**config.mk**
```make
export PLATFORM = sky130hd
export DESIGN_NAME = mix_scheduler
export DESIGN_NICKNAME = d
export VERILOG_FILES = /design/src/rtl/mix_scheduler.sv
export SDC_FILE = /design/constraint.sdc
export NUM_CORES = 1
export LEC_CHECK = 0
export BUFFER_PORTS_ARGS = -buffer_cell sky130_fd_sc_hd__buf_2
export CORE_UTILIZATION = 50
export CTS_CLUSTER_DIAMETER = 120
export DETAILED_ROUTE_END_ITERATION = 7
export PLACE_DENSITY = 0.7
export SLEW_MARGIN = 5
export SYNTH_ARGS = -nofsm -noshare
export SYNTH_HDL_FRONTEND = slang
export SYNTH_SLANG_ARGS = --single-unit
```
**constraint.sdc**
```tcl
create_clock -name clk_in -period 5.31 [get_ports clk_in]
set_input_delay 0.531 -clock clk_in [delete_from_list [all_inputs] [get_ports clk_in]]
set_output_delay 0.531 -clock clk_in [all_outputs]
set_load 0.05 [all_outputs]
```
**src/rtl/mix_scheduler.sv**
```systemverilog
// mix_scheduler: frame-based audio mixer front end.
// On each sample tick it walks the enabled channels in ascending index order.
// For each channel it fetches one sample through a req/ack handshake and
// accumulates sample * volume. It then emits (acc >>> 3) saturated to
// WIDTH bits. A volume of 8 is unity gain.

module mix_scheduler #(
   parameter int WIDTH    = 16,
   parameter int CHANNELS = 4,
   parameter int VOL_W    = 4
) (
   input  logic                          clk_in,
   input  logic                          rst_n_in,
   input  logic                          sample_tick_in,
   output logic                          ch_req_out,
   output logic [$clog2(CHANNELS)-1:0]   ch_sel_out,
   input  logic                          ch_ack_in,
   input  logic signed [WIDTH-1:0]       ch_data_in,
   input  logic [CHANNELS-1:0]           mute_in,
   input  logic [CHANNELS*VOL_W-1:0]     volume_in,
   input  logic                          solo_enable_in,
   input  logic [4:0]                    solo_in,
   output logic signed [WIDTH-1:0]       mix_out,
   output logic                          mix_valid_out,
   output logic                          busy_out,
   output logic                          overrun_out
);

   localparam int SEL_W  = $clog2(CHANNELS);
   // Widest single product: signed WIDTH x unsigned VOL_W needs WIDTH+VOL_W+1
   localparam int PROD_W = WIDTH + VOL_W + 1;
   // Room for CHANNELS worth of products without overflow
   localparam int ACC_W  = WIDTH + VOL_W + SEL_W + 1;

   // Saturation bounds expressed at accumulator width
   localparam logic signed [ACC_W-1:0] SAT_MAX =
      {{(ACC_W-WIDTH+1){1'b0}}, {(WIDTH-1){1'b1}}};
   localparam logic signed [ACC_W-1:0] SAT_MIN =
      {{(ACC_W-WIDTH+1){1'b1}}, {(WIDTH-1){1'b0}}};

   typedef enum logic [1:0] {
      IDLE  = 2'd0,
      FETCH = 2'd1,
      DONE  = 2'd2
   } state_t;

   state_t                     state;

   // Configuration captured at the tick; mid-frame input changes only
   // influence the following frame.
   logic [CHANNELS-1:0]        en_reg;
   logic [CHANNELS*VOL_W-1:0]  vol_reg;
   logic signed [ACC_W-1:0]    acc_reg;

   // Enable set derived from the live inputs, used only at the tick
   logic [CHANNELS-1:0]        en_in;
   logic [SEL_W-1:0]           first_idx;
   logic                       first_found;

   // Next enabled channel strictly above the current one
   logic [SEL_W-1:0]           next_idx;
   logic                       next_found;

   // Per-channel view of the latched volumes
   logic [VOL_W-1:0]           vol_arr [CHANNELS];
   logic [VOL_W-1:0]           cur_vol;

   logic signed [PROD_W-1:0]   data_ext;
   logic signed [PROD_W-1:0]   vol_ext;
   logic signed [PROD_W-1:0]   prod;
   logic signed [ACC_W-1:0]    acc_sum;
   logic signed [ACC_W-1:0]    acc_shift;
   logic signed [WIDTH-1:0]    sat_value;

   genvar gi;

   // Solo overrides mute. A solo index beyond the channel count matches
   // no channel, so the frame is empty.
   generate
      for (gi = 0; gi < CHANNELS; gi++) begin : g_enable
         assign en_in[gi] = solo_enable_in ? ({27'd0, solo_in} == 32'(gi))
                                           : ~mute_in[gi];
      end
   endgenerate

   // Unpack latched volumes into an array indexed by channel
   generate
      for (gi = 0; gi < CHANNELS; gi++) begin : g_vol
         assign vol_arr[gi] = vol_reg[gi*VOL_W +: VOL_W];
      end
   endgenerate

   // Lowest-index enabled channel from the live config (frame start)
   always_comb begin
      first_idx   = '0;
      first_found = 1'b0;
      for (int i = CHANNELS - 1; i >= 0; i--) begin
         if (en_in[i]) begin
            first_idx   = SEL_W'(i);
            first_found = 1'b1;
         end
      end
   end

   // Lowest enabled channel above the current selection (latched config)
   always_comb begin
      next_idx   = '0;
      next_found = 1'b0;
      for (int i = CHANNELS - 1; i >= 0; i--) begin
         if (en_reg[i] && (i > int'(ch_sel_out))) begin
            next_idx   = SEL_W'(i);
            next_found = 1'b1;
         end
      end
   end

   // Signed sample times unsigned volume, then accumulate
   always_comb begin
      cur_vol  = vol_arr[ch_sel_out];
      data_ext = PROD_W'(ch_data_in);
      vol_ext  = PROD_W'({1'b0, cur_vol});
      prod     = data_ext * vol_ext;
      acc_sum  = acc_reg + ACC_W'(prod);
   end

   // Remove the unity-gain factor of 8 and clamp to the output range
   always_comb begin
      acc_shift = acc_reg >>> 3;
      if (acc_shift > SAT_MAX) begin
         sat_value = {1'b0, {(WIDTH-1){1'b1}}};
      end else if (acc_shift < SAT_MIN) begin
         sat_value = {1'b1, {(WIDTH-1){1'b0}}};
      end else begin
         sat_value = acc_shift[WIDTH-1:0];
      end
   end

   // Frame FSM with all outputs registered
   always_ff @(posedge clk_in or negedge rst_n_in) begin
      if (!rst_n_in) begin
         state         <= IDLE;
         en_reg        <= '0;
         vol_reg       <= '0;
         acc_reg       <= '0;
         ch_req_out    <= 1'b0;
         ch_sel_out    <= '0;
         mix_out       <= '0;
         mix_valid_out <= 1'b0;
         busy_out      <= 1'b0;
         overrun_out   <= 1'b0;
      end else begin
         mix_valid_out <= 1'b0;
         // A tick anywhere outside IDLE (including DONE) is an overrun
         overrun_out   <= sample_tick_in && (state != IDLE);
         case (state)
            IDLE: begin
               if (sample_tick_in) begin
                  en_reg   <= en_in;
                  vol_reg  <= volume_in;
                  acc_reg  <= '0;
                  busy_out <= 1'b1;
                  if (first_found) begin
                     state      <= FETCH;
                     ch_req_out <= 1'b1;
                     ch_sel_out <= first_idx;
                  end else begin
                     state <= DONE;
                  end
               end
            end
            FETCH: begin
               // ch_req_out is high throughout FETCH, so ack alone qualifies
               if (ch_ack_in) begin
                  acc_reg <= acc_sum;
                  if (next_found) begin
                     ch_sel_out <= next_idx;
                  end else begin
                     state      <= DONE;
                     ch_req_out <= 1'b0;
                  end
               end
            end
            DONE: begin
               mix_out       <= sat_value;
               mix_valid_out <= 1'b1;
               busy_out      <= 1'b0;
               state         <= IDLE;
            end
            default: begin
               state      <= IDLE;
               ch_req_out <= 1'b0;
               busy_out   <= 1'b0;
            end
         endcase
      end
   end

endmodule

```
Word level (Yosys, flattened, before mapping)
Index checks and enable logic that the tools add are counted.

Register bits after elaboration: 67. Input port bits: 46. Word-level logic and storage cells: 93.

$add $sub $neg: 1. Multiply operators: 1. $lt $le $gt $ge: 6. Equality and inequality tests: 10. Muxes and demuxes: 44. Bitwise operators: 7. Reduce and logical (&&, ||, !) cells: 14.

Operators with widths (number): 2-to-1 mux 23 bit (2); one-hot mux 23 bit (2 select lines) (1); 2-to-1 mux 16 bit (2); 2-to-1 mux 2 bit (15); adder 23 x 21 -> 23 bit (1); multiplier 16 x 5 -> 21 bit (1); greater-than comparator 20 x 16 -> 1 bit (second input constant) (1); less-than comparator 20 x 16 -> 1 bit (second input constant) (1); 2-to-1 mux 1 bit (17); == test 5 x 2 -> 1 bit (second input constant) (2); != test 2 bit (second input constant) (5); AND reduction 5 bit (2); binary-select mux 4 bit (select 2 bit) (1); 2-to-1 mux 4 bit (2); one-hot mux 2 bit (2 select lines) (2); NOT 1 bit (6); AND reduction 3 bit (2); == test 5 x 1 -> 1 bit (second input constant) (1); zero test 5 bit (1); greater-than comparator 2 bit (first input constant) (2); logical AND 1 bit (4); AND reduction 2 bit (2); nonzero test 2 bit (2); greater-or-equal comparator 3 bit (second input constant) (1); other kinds (7) (7).

Logic depth before layout (Yosys ltp)
Depth in word-level cells: 9. Depth in mapped cells: 18.

Least setup slack after synthesis
Ideal clock, no wire load.

Kind: register to register. Start: register ch_sel_out[0]. End: register acc_reg[22]. Library setup time: 0.069 ns. Arrival: 5.118 ns. Path slack: 0.123 ns. Stages on the path, launching flop included: 18. Path buffers: 2. Clock period less this slack: 5.187 ns. Cell sequence: dfrtp_1 -> clkbuf_1 -> mux4_2 -> nand2_1 -> inv_1 -> fa_1 -> fa_1 -> inv_1 -> fa_1 -> inv_1 -> ha_1 -> buf_2 -> a21oi_2 -> nand2b_1 -> or3_1 -> o22a_1 -> or4_1 -> nand3_1.

Longest elaborated chain between the ends: 8.

RTL lines: start, declared (line 16) `output logic [$clog2(CHANNELS)-1:0] ch_sel_out,`; start signal, assigned (line 165) `ch_sel_out <= first_idx;`; start signal, assigned (line 176) `ch_sel_out <= next_idx;`; NOT 2 -> 3 bit (not written as such) (line 119) `cur_vol = vol_arr[ch_sel_out];`; binary-select mux 4 bit (select 2 bit) (line 119); 2-to-1 mux 4 bit (not written as such) (2 in series) (line 119); multiplier 16 x 5 -> 21 bit (line 122) `prod = data_ext * vol_ext;`; adder 23 x 21 -> 23 bit (line 123) `acc_sum = acc_reg + ACC_W'(prod);`; 2-to-1 mux 23 bit (line 173) `if (ch_ack_in) begin`; one-hot mux 23 bit (2 select lines) (line 155) `case (state)`; end signal, assigned (line 174) `acc_reg <= acc_sum;`; end, declared (line 53) `logic signed [ACC_W-1:0] acc_reg;`.

Every way passes these cells. The select of a mux whose other input is x is not followed. A chain may end at the register's enable or synchronous reset.

Worst setup path after layout
Ends and elaborated chain as after synthesis.

==> flow_summary_export.csv <==
group,metric,value,unit
run_status,outcome,"finished clean",
drt,wirelength,14.1,mm
setup_path,reg2reg_slack,360,ps
synth,synthArstFlopShare,1.00,
die,initial_core_util,0.515,
cells_and_area,area_growth,11.9,%
timing,fin_setup_tns,0,ps
cells_and_area,finalNonFillerCells,895,
timing,fin_ws,357,ps
drt,viasPerCell,5.48,
drt,dr.pass1.iters,4,
setup_path,cp_cell_sequence,"mux4_2 -> nand2_1 -> buf_4 -> fa_1 -> inv_1 -> fa_1 -> inv_1 -> fa_1 -> inv_1 -> ha_1 -> a21o_1 -> nand2b_1 -> or3_1 -> o22a_1 -> or4_1 -> nand3_1",
synth,postSynth.topFlopCell,"dfrtp_1",
timing,grt_setup_unrepaired,"false",
clock_network,clkTransAtPathRegs,60,ps
drt,num_vias,4906,
setup_path,worstPathArrival,5230,ps
setup_path,end_kind,"flop",
synth,synth_cells,690,
cells_and_area,antenna_cells,0,
die,core,12000,um2
worst_hold_path,hp-class,"primary input to async pin",
clock_network,cts.sinks,66,
clock_network,cts_tree,"done",
drt,drc,0,
synth,yosys_warnings,0,
clock_network,clk_latency,340,ps
die,ios,68,
setup_path,path_delay_family,"adder cells",
synth,synth_top_family_by_area,"adder cells",
synth,synth_edf_count,0,
global_route,antenna_found_initial,0,
synth,ys_seq_area_frac,0.267,
clock_network,cts_buffers,9,
placed_design,io_buffers,67,
die,die_area,12800,um2
timing,hold_violations,0,
global_route,grt_max_degree,67,
timing,fin_skew,10.5,ps
cells_and_area,mostFrequentLayoutCells,"122 x inv_1, 94 x nand2_1, 67 x buf_2",
setup_path,critPathBufInv,4,
synth,synth_area,6180,um2
global_route,grt_pass1_vias,5092,
die,chipHeight,113,um
cells_and_area,layout-drive-gt1-share,0.135,
placed_design,pre_cts_slack,191,ps
global_route,gr-total-overflow,0,
cells_and_area,multi_input_area,3950,um2
cells_and_area,final_common_cell,"inv_1",
synth,muxShareOfSynthArea,0.0520,
clock_network,htreeDepth,3,
synth,ys_ff_latch,66,
clock_network,cts_hold_buf,0,
flow_run,drv_cap,0,
timing,max_slew_margin,0.172,
setup_path,cpMaxStageDelayCell,"mux4_2",
setup_path,cp-start-kind,"flop",
cells_and_area,fin_nets,891,
setup_path,worstSetupPathType,"flop to flop",
clock_network,cts_root_buf,"clkbuf_16",
placed_design,dp.cells,878,
drt,detail_route.wl_per_cell,15.7,um
setup_path,cp_max_fo,16,
setup_path,required,5590,ps
synth,yosys.area_share.simple,0.168,
synth,synth-xor-area-share,0.0227,
global_route,grt_usage,0.240,
setup_path,critPathMaxStageDelay,630,ps
timing,min_period_over_period,0.933,
drt,ant_nets,0,
placed_design,dp_hpwl,10.8,mm
timing,timing.final.max_slew_violations,0,
placed_design,gp_congestion,0.909,
die,row_count,40,
setup_path,cp_num_cells,16,
global_route,grt_pass1_wl,24.2,mm
timing,final.min_clock_period,4950,ps
synth,synth-adder-area-share,0.274,
cells_and_area,seq_area,1650,um2
synth,synth_compound_area_frac,0.121,
synth,synth_fp_nets,838,
synth,syn_area_per_cell,8.96,um2
timing,worst_pin_slew,1240,ps
synth,synth_cell_types,60,
cells_and_area,largest_reg_flops,23,
timing,setup_viol,0,
clock_network,cts_buffer_depth,2,
cells_and_area,utilization,0.576,
drt,drt_iter0_drc,289,
cells_and_area,fillers,1070,
setup_path,r2r_cells,16,
die,die_w,113,um
timing,max_freq,202,MHz
[routing by layer]
metal	routed length, um	GRT usage	share of wire	vias to the layer above
li1	-	-	-	2350
met1	6140	0.306	0.44	2420
met2	7060	0.407	0.50	111
met3	524	0.0520	0.037	25
met4	335	0.0781	0.024	0
met5	0	0	0	-
[stage by stage]
step | cell area (um2) | hold WS, ps
after floorplan | 6180 | 235
after global routing | 6920 | 412
after CTS | 6910 | 411
after global placement | 6610 | 445
final | 6920 | 356
after detailed placement | 6610 | 451
[cell families (layout without fill, tap and decap cells)]
logic type,after synthesis,in the layout
AO/OA/AOI/OAI,118,118
XOR/XNOR,16,16
adder cells (fa/ha/maj),102,102
buffers and inverters,152,210
flip-flops,66,66
multiplexers,25,25
AND/OR/NAND/NOR,211,211
[worst paths after layout]
check / from / end
worst max-delay path: ch_sel_out[0] / acc_reg[22]
worst min-delay path: rst_n_in / mix_out[1]
worst max register to register: ch_sel_out[0] / acc_reg[22]
worst min register to register: mix_out[6] / mix_out[6]
max in group asynchronous: rst_n_in / ch_sel_out[0]
min in group clk_in: volume_in[11] / vol_reg[11]
[Yosys cell counts (8+ instances only)]
| master | n | area share |
|---|---|---|
| and2_1 | 39 | 0.039 |
| fa_1 | 56 | 0.18 |
| xnor2_1 | 8 | 0.011 |
| dfrtp_1 | 66 | 0.27 |
| a21oi_1 | 25 | 0.020 |
| clkbuf_1 | 23 | 0.014 |
| o21ai_1 | 15 | 0.012 |
| nand4_1 | 8 | 0.0081 |
| nand2_1 | 94 | 0.057 |
| nand3_1 | 9 | 0.0073 |
| ha_1 | 46 | 0.093 |
| inv_1 | 122 | 0.074 |
| o21ai_0 | 24 | 0.019 |
| nor2_1 | 19 | 0.012 |
| mux2_1 | 13 | 0.024 |
| xor2_1 | 8 | 0.011 |
[worst register-to-register path, stage by stage, from the launching register on]
cell and delay (ps):
dfrtp_2 490, mux4_2 630, nand2_1 130, buf_4 180, fa_1 480, inv_1 50
fa_1 470, inv_1 50, fa_1 530, inv_1 40, ha_1 380, a21o_1 240
nand2b_1 140, or3_1 370, o22a_1 220, or4_1 400, nand3_1 90
[final cells by class]
class                   instances  share of cell area
clock inverters                 4             0.00723
multi-input cells             472               0.571
well taps                     147              0.0266
repair buffers                 71              0.0528
inverters                     123              0.0667
flip-flops and latches         66               0.239
clock buffers                  12              0.0371
[repair_timing]
item,4_1_cts,5_1_grt
endpoints found under the setup margin,0,1
gates resized for setup,0,1
endpoints found under the hold margin,0,0
setup buffers,0,1
Power is not shown: default switching activity piles up to over one toggle a cycle in this logic, so the estimate is an artifact.
